## config.mk

```make
export PLATFORM = sky130hd
export DESIGN_NAME = multi_core_lock_arbiter
export DESIGN_NICKNAME = d
export VERILOG_FILES = /design/src/rtl/multi_core_lock_arbiter.sv
export SDC_FILE = /design/constraint.sdc
export NUM_CORES = 1
export LEC_CHECK = 0
export ABC_AREA = 0
export BUFFER_PORTS_ARGS = -buffer_cell sky130_fd_sc_hd__clkbuf_2
export CAP_MARGIN = 25
export CORE_MARGIN = 2
export CORE_UTILIZATION = 52
export DETAILED_ROUTE_END_ITERATION = 16
export MAX_ROUTING_LAYER = met4
export PLACE_DENSITY = 0.81
export SETUP_SLACK_MARGIN = 0.5
export SYNTH_ARGS = -nofsm -noshare
export SYNTH_HDL_FRONTEND = slang
export SYNTH_SLANG_ARGS = --single-unit
```

## constraint.sdc

```tcl
create_clock -name clk -period 2.5 [get_ports clk]
set_input_delay 0 -clock clk [delete_from_list [all_inputs] [get_ports clk]]
set_output_delay 0 -clock clk [all_outputs]
set_load 0.01 [all_outputs]
```

## src/rtl/multi_core_lock_arbiter.sv

```systemverilog
// Round-robin mutual-exclusion arbiter for N cores sharing the lock memory.
// Hold-until-release grant with a watchdog that forces release after MAX_HOLD cycles.
module multi_core_lock_arbiter #(
    parameter int unsigned NUM_CORES = 4,
    parameter int unsigned IDX_W     = 2,
    parameter int unsigned MAX_HOLD  = 16,
    parameter int unsigned HOLD_W    = 5
) (
    input  logic                 clk,
    input  logic                 rst,
    input  logic [NUM_CORES-1:0] need_lock,
    input  logic [NUM_CORES-1:0] release_lock,
    output logic [NUM_CORES-1:0] grant,
    output logic [NUM_CORES-1:0] lock,
    output logic [IDX_W-1:0]     owner,
    output logic                 busy,
    output logic [HOLD_W-1:0]    hold_cnt,
    output logic                 timeout_evt
);

    localparam int unsigned SUM_W = IDX_W + 1;
    localparam logic [HOLD_W-1:0] HOLD_LIMIT =
        (MAX_HOLD == 0) ? '0 : HOLD_W'(MAX_HOLD - 1);
    localparam logic [HOLD_W-1:0] HOLD_SAT = '1;

    typedef enum logic {
        IDLE = 1'b0,
        HELD = 1'b1
    } state_t;

    state_t               state;
    state_t               state_d;
    logic [IDX_W-1:0]     rr_ptr;
    logic [IDX_W-1:0]     rr_ptr_d;
    logic [NUM_CORES-1:0] grant_d;
    logic [IDX_W-1:0]     owner_d;
    logic                 busy_d;
    logic [HOLD_W-1:0]    hold_cnt_d;
    logic                 timeout_evt_d;

    logic [2*NUM_CORES-1:0] req_dbl;
    logic [NUM_CORES-1:0]   req_rot;
    logic                   found;
    logic [IDX_W-1:0]       sel;
    logic [SUM_W-1:0]       sel_sum;
    logic [SUM_W-1:0]       next_sum;
    logic [IDX_W-1:0]       owner_next;
    logic                   owner_rel;
    logic                   owner_req;
    logic                   wd_hit;
    logic                   rel_hit;

    // Rotate requests so bit 0 is rr_ptr, then take the first set bit.
    always_comb begin
        req_dbl = {need_lock, need_lock} >> rr_ptr;
        req_rot = req_dbl[NUM_CORES-1:0];
        found   = 1'b0;
        sel     = '0;
        sel_sum = '0;
        for (int i = 0; i < NUM_CORES; i++) begin
            if (!found && req_rot[i]) begin
                found   = 1'b1;
                sel_sum = SUM_W'(rr_ptr) + SUM_W'(i);
                if (sel_sum >= SUM_W'(NUM_CORES)) begin
                    sel_sum = sel_sum - SUM_W'(NUM_CORES);
                end
                sel = sel_sum[IDX_W-1:0];
            end
        end
    end

    // Release conditions for the current owner; watchdog only when nothing else releases.
    always_comb begin
        owner_rel = release_lock[owner];
        owner_req = need_lock[owner];
        wd_hit    = (MAX_HOLD != 0) && (hold_cnt == HOLD_LIMIT) && !owner_rel && owner_req;
        rel_hit   = owner_rel || !owner_req || wd_hit;
        next_sum  = SUM_W'(owner) + SUM_W'(1);
        if (next_sum >= SUM_W'(NUM_CORES)) begin
            next_sum = '0;
        end
        owner_next = next_sum[IDX_W-1:0];
    end

    always_ff @(posedge clk or posedge rst) begin
        if (rst) begin
            state <= IDLE;
        end else begin
            state <= state_d;
        end
    end

    always_comb begin
        state_d = state;
        case (state)
            IDLE: if (found) state_d = HELD;
            HELD: if (rel_hit) state_d = IDLE;
            default: state_d = IDLE;
        endcase
    end

    always_comb begin
        grant_d       = '0;
        owner_d       = '0;
        busy_d        = 1'b0;
        hold_cnt_d    = '0;
        timeout_evt_d = 1'b0;
        rr_ptr_d      = rr_ptr;
        case (state)
            IDLE: begin
                if (found) begin
                    grant_d = NUM_CORES'(1) << sel;
                    owner_d = sel;
                    busy_d  = 1'b1;
                end
            end
            HELD: begin
                if (rel_hit) begin
                    rr_ptr_d      = owner_next;
                    timeout_evt_d = wd_hit;
                end else begin
                    grant_d    = grant;
                    owner_d    = owner;
                    busy_d     = 1'b1;
                    hold_cnt_d = (hold_cnt == HOLD_SAT) ? hold_cnt : hold_cnt + HOLD_W'(1);
                end
            end
            default: ;
        endcase
    end

    always_ff @(posedge clk or posedge rst) begin
        if (rst) begin
            grant       <= '0;
            owner       <= '0;
            busy        <= 1'b0;
            hold_cnt    <= '0;
            timeout_evt <= 1'b0;
            rr_ptr      <= '0;
        end else begin
            grant       <= grant_d;
            owner       <= owner_d;
            busy        <= busy_d;
            hold_cnt    <= hold_cnt_d;
            timeout_evt <= timeout_evt_d;
            rr_ptr      <= rr_ptr_d;
        end
    end

    // Every core other than the owner stalls while the lock is held.
    assign lock = {NUM_CORES{busy}} & ~grant;

endmodule

```

==> metrics.cfg, run 1 <==
[cells_and_area]
final_common_cell=clkbuf_2
layout_common_cells=26 x clkbuf_2, 15 x dfrtp_1, 6 x nor2b_1, 5 x inv_1, 5 x nor2_2
layout-drive-gt1-share_pct=37.0
multi_input_area_um2=444
antenna_cells=0
fin_nets=123
seq_area_um2=375
final_cells=124
area_growth_pct=21.0
nFillCells=122

[critical_path]
crit_buf_inv=0
crit_family=simple AND/OR/NAND/NOR gates
cpPeakStageDelay_ns=0.53
endpoint_kind=register
crit_type=register to register
critPathMostFrequentCell=ha_1
cp_data_arrival_time_ns=2.01
required_ns=2.71
crit_path_top_delay_cell=or3b_1
crit_fanout=6
cp_cell_sequence=ha_1 -> and3_1 -> ha_1 -> or3b_1 -> nor2_2
start_kind=register

[timing]
setup_slack_ns=0.704
maxSlewHeadroom_pct=64.2
finalHoldViolations=0
tns_ns=0
slew_viol_final=0
fin_skew_ns=0.00351
setup_viol=0
max_freq_ghz=0.557
tightest_slew_ns=0.537
post-route-period-util_pct=71.8
rsz0062_at_grt=no
fin_crit_ns=1.80

[global_route]
antenna_found_initial=0
first_global_vias=656
grt-ovfl-total=0
grt_pass1_wl_um=2640
grt_max_degree=16
globalRouteTotalUtil_pct=19.3

[clock_tree]
cts_buffers=3
clk-insertion-delay-late_ns=0.27
cts.sinks=15
clk_pin_slew_ns=0.09
cts_max_level=1
clk_path_buf_depth=2
postCtsSetupBuffers=0
cts_root_buffer=clkbuf_4
cts_resized=0
cts_tree=built

[die]
rows=14
core_um2=1520
die_h_um=44.4
ios=27
start_util_pct=55.6
dieWidth_um=44.4
die-area_um2=1970

[routing]
drcViolationCount=0
drtIter0Drc=13
drt-total-wl_um=1610
num_vias=708
post_drt_wl_per_cell_um=13.0
ant_nets=0
drt_pass1_iterations=5
viasPerCell=5.71

[status]
outcome=completed

[yosys]
yosysSeqAreaShare_pct=44.3
yosysWarnings=0
synth_flop_cell=dfrtp_1
postSynthAreaPerCell_um2=10.7
syn-cell-area_um2=847
ys_types=34
synth-seq-cells=15
postSynth.asyncResetShare_pct=100
syn_nets=93
synth_edf_count=0
syn_inst=79

[placed_design]
dpl_worst_slack_ns=0.719
io_buffers=26
hpwl_um=1260
dp_cells=119
gp_congestion=0.807

[power]
p_leak_nw=0.532
peakVddDrop_uv=562
seqPwrFrac_pct=41.6
p_comb_share_pct=44.6
p_per_area_nw_per_um2=943
netSwitchingPower_mw=0.376
sw_frac_of_total_pct=38.9
power.share.clock_pct=13.8
intPower_mw=0.591

[flow_run]
maxCapViolations=0

[worst_hold_path]
hold_class=input port to register

-- stage by stage --
step                total power, mW  hold slack [ns]  utilization (%)  instance area [um2]
floorplan                     0.689          -0.0985                -                  847
global route                   1.04            0.216             67.2                 1020
global placement              0.827           0.0411             64.9                  988
finish                        0.967            0.183             67.2                 1020
detailed placement            0.837           0.0519             64.9                  988
CTS                           0.972            0.186             67.2                 1020
-- cell usage after synthesis (all sizes together) (2+ instances only) --
library cell / number / area share (%)
a21o: 2 / 1.8
ha: 4 / 5.9
o21ai: 2 / 1.2
nand2b: 4 / 3.0
nor2: 9 / 5.5
a22o: 4 / 4.1
mux2: 2 / 2.7
inv: 5 / 2.2
nor2b: 6 / 4.4
a21oi: 2 / 1.2
xor2: 2 / 2.1
dfrtp: 15 / 44
o21a: 2 / 1.8
nand2: 2 / 0.89
-- layout make-up --
| cell class | count | share of cell area, % |
|---|---|---|
| multi-input cells | 57 | 43.3 |
| repair buffers | 27 | 13.7 |
| flip-flops and latches | 15 | 36.6 |
| inverters | 5 | 1.83 |
| well taps | 16 | 1.95 |
| clock buffers | 4 | 2.56 |
-- worst min-delay path, delay by kind of cell --
kind	cells	cell delay [ns]
AOI/OAI and AO/OA	2	0.27
buffers and inverters	1	0.15
-- state kept, by name, summed over array words and instances, names as in the netlist --
register / flops
hold_cnt: 5
grant: 4
owner: 2
rr_ptr: 2
busy: 1
timeout_evt: 1
-- metal layers --
metal	global-route usage, %	up-vias	routed length, um
li1	-	347	-
met1	21.5	319	689
met2	31.2	36	757
met3	4.90	6	117
met4	10.9	0	43
met5	-	-	0
-- timing repair --
item / in CTS / in global routing
hold endpoints to repair: 15 / 0
hold buffers: 1 / 0
setup endpoints to repair: 0 / 0
-- kinds of logic after synthesis --
family                   count (synthesis)  synth area share, %
AO/OA/AOI/OAI                           20                 18.3
adder cells (fa/ha/maj)                  4                 5.91
buffers and inverters                    7                 3.25
flip-flops                              15                 44.3
multiplexers                             4                 6.50
AND/OR/NAND/NOR                         26                 18.6
XOR/XNOR                                 3                 3.10
-- final timing paths --
check	slack (ns)	cells past startpoint	start	end
min in group asynchronous	0.28	3	rst	grant[1]$_DFFE_PP0P_
min	0.18	3	need_lock[3]	grant[3]$_DFFE_PP0P_
min reg2reg	0.53	1	grant[3]$_DFFE_PP0P_	grant[3]$_DFFE_PP0P_
max in group asynchronous	1.86	3	rst	owner[1]$_DFFE_PP0P_
max	0.70	5	hold_cnt[0]$_DFFE_PP0P_	hold_cnt[3]$_DFFE_PP0P_
max reg2reg	0.70	5	hold_cnt[0]$_DFFE_PP0P_	hold_cnt[3]$_DFFE_PP0P_
-- power by group through the flow --
stage	registers (mW)	clock network [mW]	logic [mW]
6_report	0.402	0.134	0.431
5_1_grt	0.413	0.147	0.481
4_1_cts	0.400	0.137	0.434
3_5_place_dp	0.406	0	0.431
3_3_place_gp	0.400	0	0.427
2_1_floorplan	0.403	0	0.286
(Power assumes the default switching activity.)
==> inputs of run 2 (changes only) <==
--- a/config.mk
+++ b/config.mk
@@ -9,10 +9,10 @@
 export BUFFER_PORTS_ARGS = -buffer_cell sky130_fd_sc_hd__clkbuf_2
 export CAP_MARGIN = 25
 export CORE_MARGIN = 2
-export CORE_UTILIZATION = 52
+export CORE_UTILIZATION = 44
 export DETAILED_ROUTE_END_ITERATION = 16
 export MAX_ROUTING_LAYER = met4
-export PLACE_DENSITY = 0.81
+export PLACE_DENSITY = 0.73
 export SETUP_SLACK_MARGIN = 0.5
 export SYNTH_ARGS = -nofsm -noshare
 export SYNTH_HDL_FRONTEND = slang
==> constraint.sdc (replaced) <==
create_clock -name clk -period 1.5 [get_ports clk]
set_input_delay 0 -clock clk [delete_from_list [all_inputs] [get_ports clk]]
set_output_delay 0 -clock clk [all_outputs]
set_load 0.01 [all_outputs]
==> metrics.cfg, run 2 (synthesized netlist as in run 1, its figures left out) <==
[status]
outcome=finished, violations left  ; was completed
violations=setup timing

[timing]
fin_crit_ns=1.59  ; was 1.80 ns
hold_ws_ns=0.184  ; was 0.183 ns
fin_skew_ns=0.00146  ; was 0.00351 ns
slew_viol_final=0  ; unchanged
finalHoldViolations=0  ; unchanged
setup_slack_ns=-0.0894  ; was 0.704 ns
post-route-period-util_pct=106  ; was 71.8%
maxSlewHeadroom_pct=62.3  ; was 64.2%
tightest_slew_ns=0.565  ; was 0.537 ns
rsz0062_at_grt=yes  ; was no
setup_viol=14  ; was 0
max_freq_ghz=0.629  ; was 0.557 GHz

[critical_path]
required_ns=1.73  ; was 2.71 ns
crit_fanout=6  ; unchanged
cp_data_arrival_time_ns=1.82  ; was 2.01 ns
start_kind=register  ; unchanged
endpoint_kind=register  ; unchanged
crit_type=register to register  ; unchanged

[global_route]
grt_pass1_wl_um=3020  ; was 2640 um
grt_max_degree=16  ; unchanged
grt-ovfl-total=0  ; unchanged
first_global_vias=691  ; was 656
antenna_found_initial=0  ; unchanged
globalRouteTotalUtil_pct=20.6  ; was 19.3%

[routing]
num_vias=745  ; was 708
drtIter0Drc=12  ; was 13
drt_pass1_iterations=4  ; was 5
post_drt_wl_per_cell_um=12.7  ; was 13.0 um
ant_nets=0  ; unchanged
drt-total-wl_um=1890  ; was 1610 um
drcViolationCount=0  ; unchanged
viasPerCell=5.00  ; was 5.71

[placed_design]
io_buffers=26  ; unchanged
hpwl_um=1500  ; was 1260 um
gp_congestion=0.771  ; was 0.807
dpl_worst_slack_ns=-0.155  ; was 0.719 ns

[power]
p_per_area_nw_per_um2=1550  ; was 943 nW/um2
p_leak_nw=0.626  ; was 0.532 nW
totalPowerFinal_mw=1.91  ; was 0.967 mW
peakVddDrop_uv=1200  ; was 562 uV

[worst_hold_path]
hold_class=input port to register  ; unchanged

[clock_tree]
clk-insertion-delay-late_ns=0.29  ; was 0.27 ns
cts_max_level=1  ; unchanged
clk_path_buf_depth=2  ; unchanged
cts_root_buffer=clkbuf_4  ; unchanged
cts_buffers=3  ; unchanged
cts.sinks=15  ; unchanged
clk_pin_slew_ns=0.09  ; about the same
cts_tree=built  ; unchanged

[die]
dieWidth_um=47.9  ; was 44.4 um
start_util_pct=48.0  ; was 55.6%
rows=15  ; was 14
ios=27  ; unchanged
die-area_um2=2290  ; was 1970 um2
core_um2=1760  ; was 1520 um2
die_h_um=47.9  ; was 44.4 um

[cells_and_area]
nFillCells=148  ; was 122
area_growth_pct=46.1  ; was 21.0%
regMostFlops=hold_cnt  ; unchanged
final_common_cell=clkbuf_2  ; unchanged
layout_common_cells=24 x clkbuf_2, 15 x dfrtp_1, 11 x buf_4, 7 x buf_6, 6 x nor2b_1  ; was 26 x clkbuf_2, 15 x dfrtp_1, 6 x nor2b_1, 5 x inv_1, 5 x nor2_2
reg_top3=hold_cnt (5), grant (4)  ; unchanged
layout-drive-gt1-share_pct=53.2  ; was 37.0%
largest_reg_flops=5  ; unchanged
fin_nets=139  ; was 123
antenna_cells=0  ; unchanged

[flow_run]
maxCapViolations=0  ; unchanged

==> run 2: cell type report <==
type	count	area (um2)	area share, %
clock buffers	3	22.5	1.82
clock inverters	1	5.00	0.404
inverters	5	18.8	1.52
multi-input cells	57	493	39.8
flip-flops and latches	15	375	30.3
well taps	25	31.3	2.53
repair buffers	43	292	23.6
==> run 2: critical path: stages (launching register included) <==
cell	delay, ns
dfrtp_1	0.38
mux4_2	0.56
or3b_4	0.48
nor2_2	0.11
==> run 2: repair_timing <==
action,4_1_cts,5_1_grt
pin swaps,5,2
hold buffers,1,0
resized for setup,7,10
hold endpoints to repair,15,0
buffers inserted,2,2
endpoints found under the setup margin,20,22
==> run 2: through the flow <==
| step | area (um2) | TNS, ns | std cells | util [%] |
|---|---|---|---|---|
| finish | 1240 | -0.952 | 149 | 70.1 |
| global placement | 1110 | -1.14 | 140 | 62.9 |
| detailed placement | 1110 | -1.37 | 140 | 62.9 |
| global route | 1240 | -1.77 | 149 | 70.1 |
| CTS | 1190 | -0.994 | 147 | 67.4 |
| floorplan | 873 | -1.26 | 79 | - |
==> run 2: path summary, 6_finish.rpt <==
path / to / slack [ns] / depth (start not counted) / from
max: hold_cnt[0]$_DFFE_PP0P_ / -0.09 / 3 / owner[1]$_DFFE_PP0P_
min: busy$_DFF_PP0_ / 0.18 / 4 / need_lock[0]
max reg2reg: hold_cnt[0]$_DFFE_PP0P_ / -0.09 / 3 / owner[1]$_DFFE_PP0P_
min reg2reg: grant[1]$_DFFE_PP0P_ / 0.55 / 1 / grant[1]$_DFFE_PP0P_
max in group asynchronous: hold_cnt[3]$_DFFE_PP0P_ / 0.85 / 3 / rst
min in group asynchronous: owner[1]$_DFFE_PP0P_ / 0.29 / 3 / rst
==> run 2: per-layer routing <==
layer / vias to the layer above / GRT usage [%] / part of all wire (%)
li1: 372 / - / -
met1: 343 / 24.5 / 45
met2: 26 / 32.0 / 49
met3: 4 / 6.79 / 4.6
met4: 0 / 8.11 / 1.5
met5: - / - / 0
==> run 2: power breakdown <==
group	internal (mW)	switching (mW)	total [mW]	leakage [nW]
Sequential	0.519	0.128	0.647	0.198
Clock	0.0994	0.134	0.233	0.0177
Combinational	0.576	0.458	1.03	0.410
Total	1.19	0.720	1.91	0.626
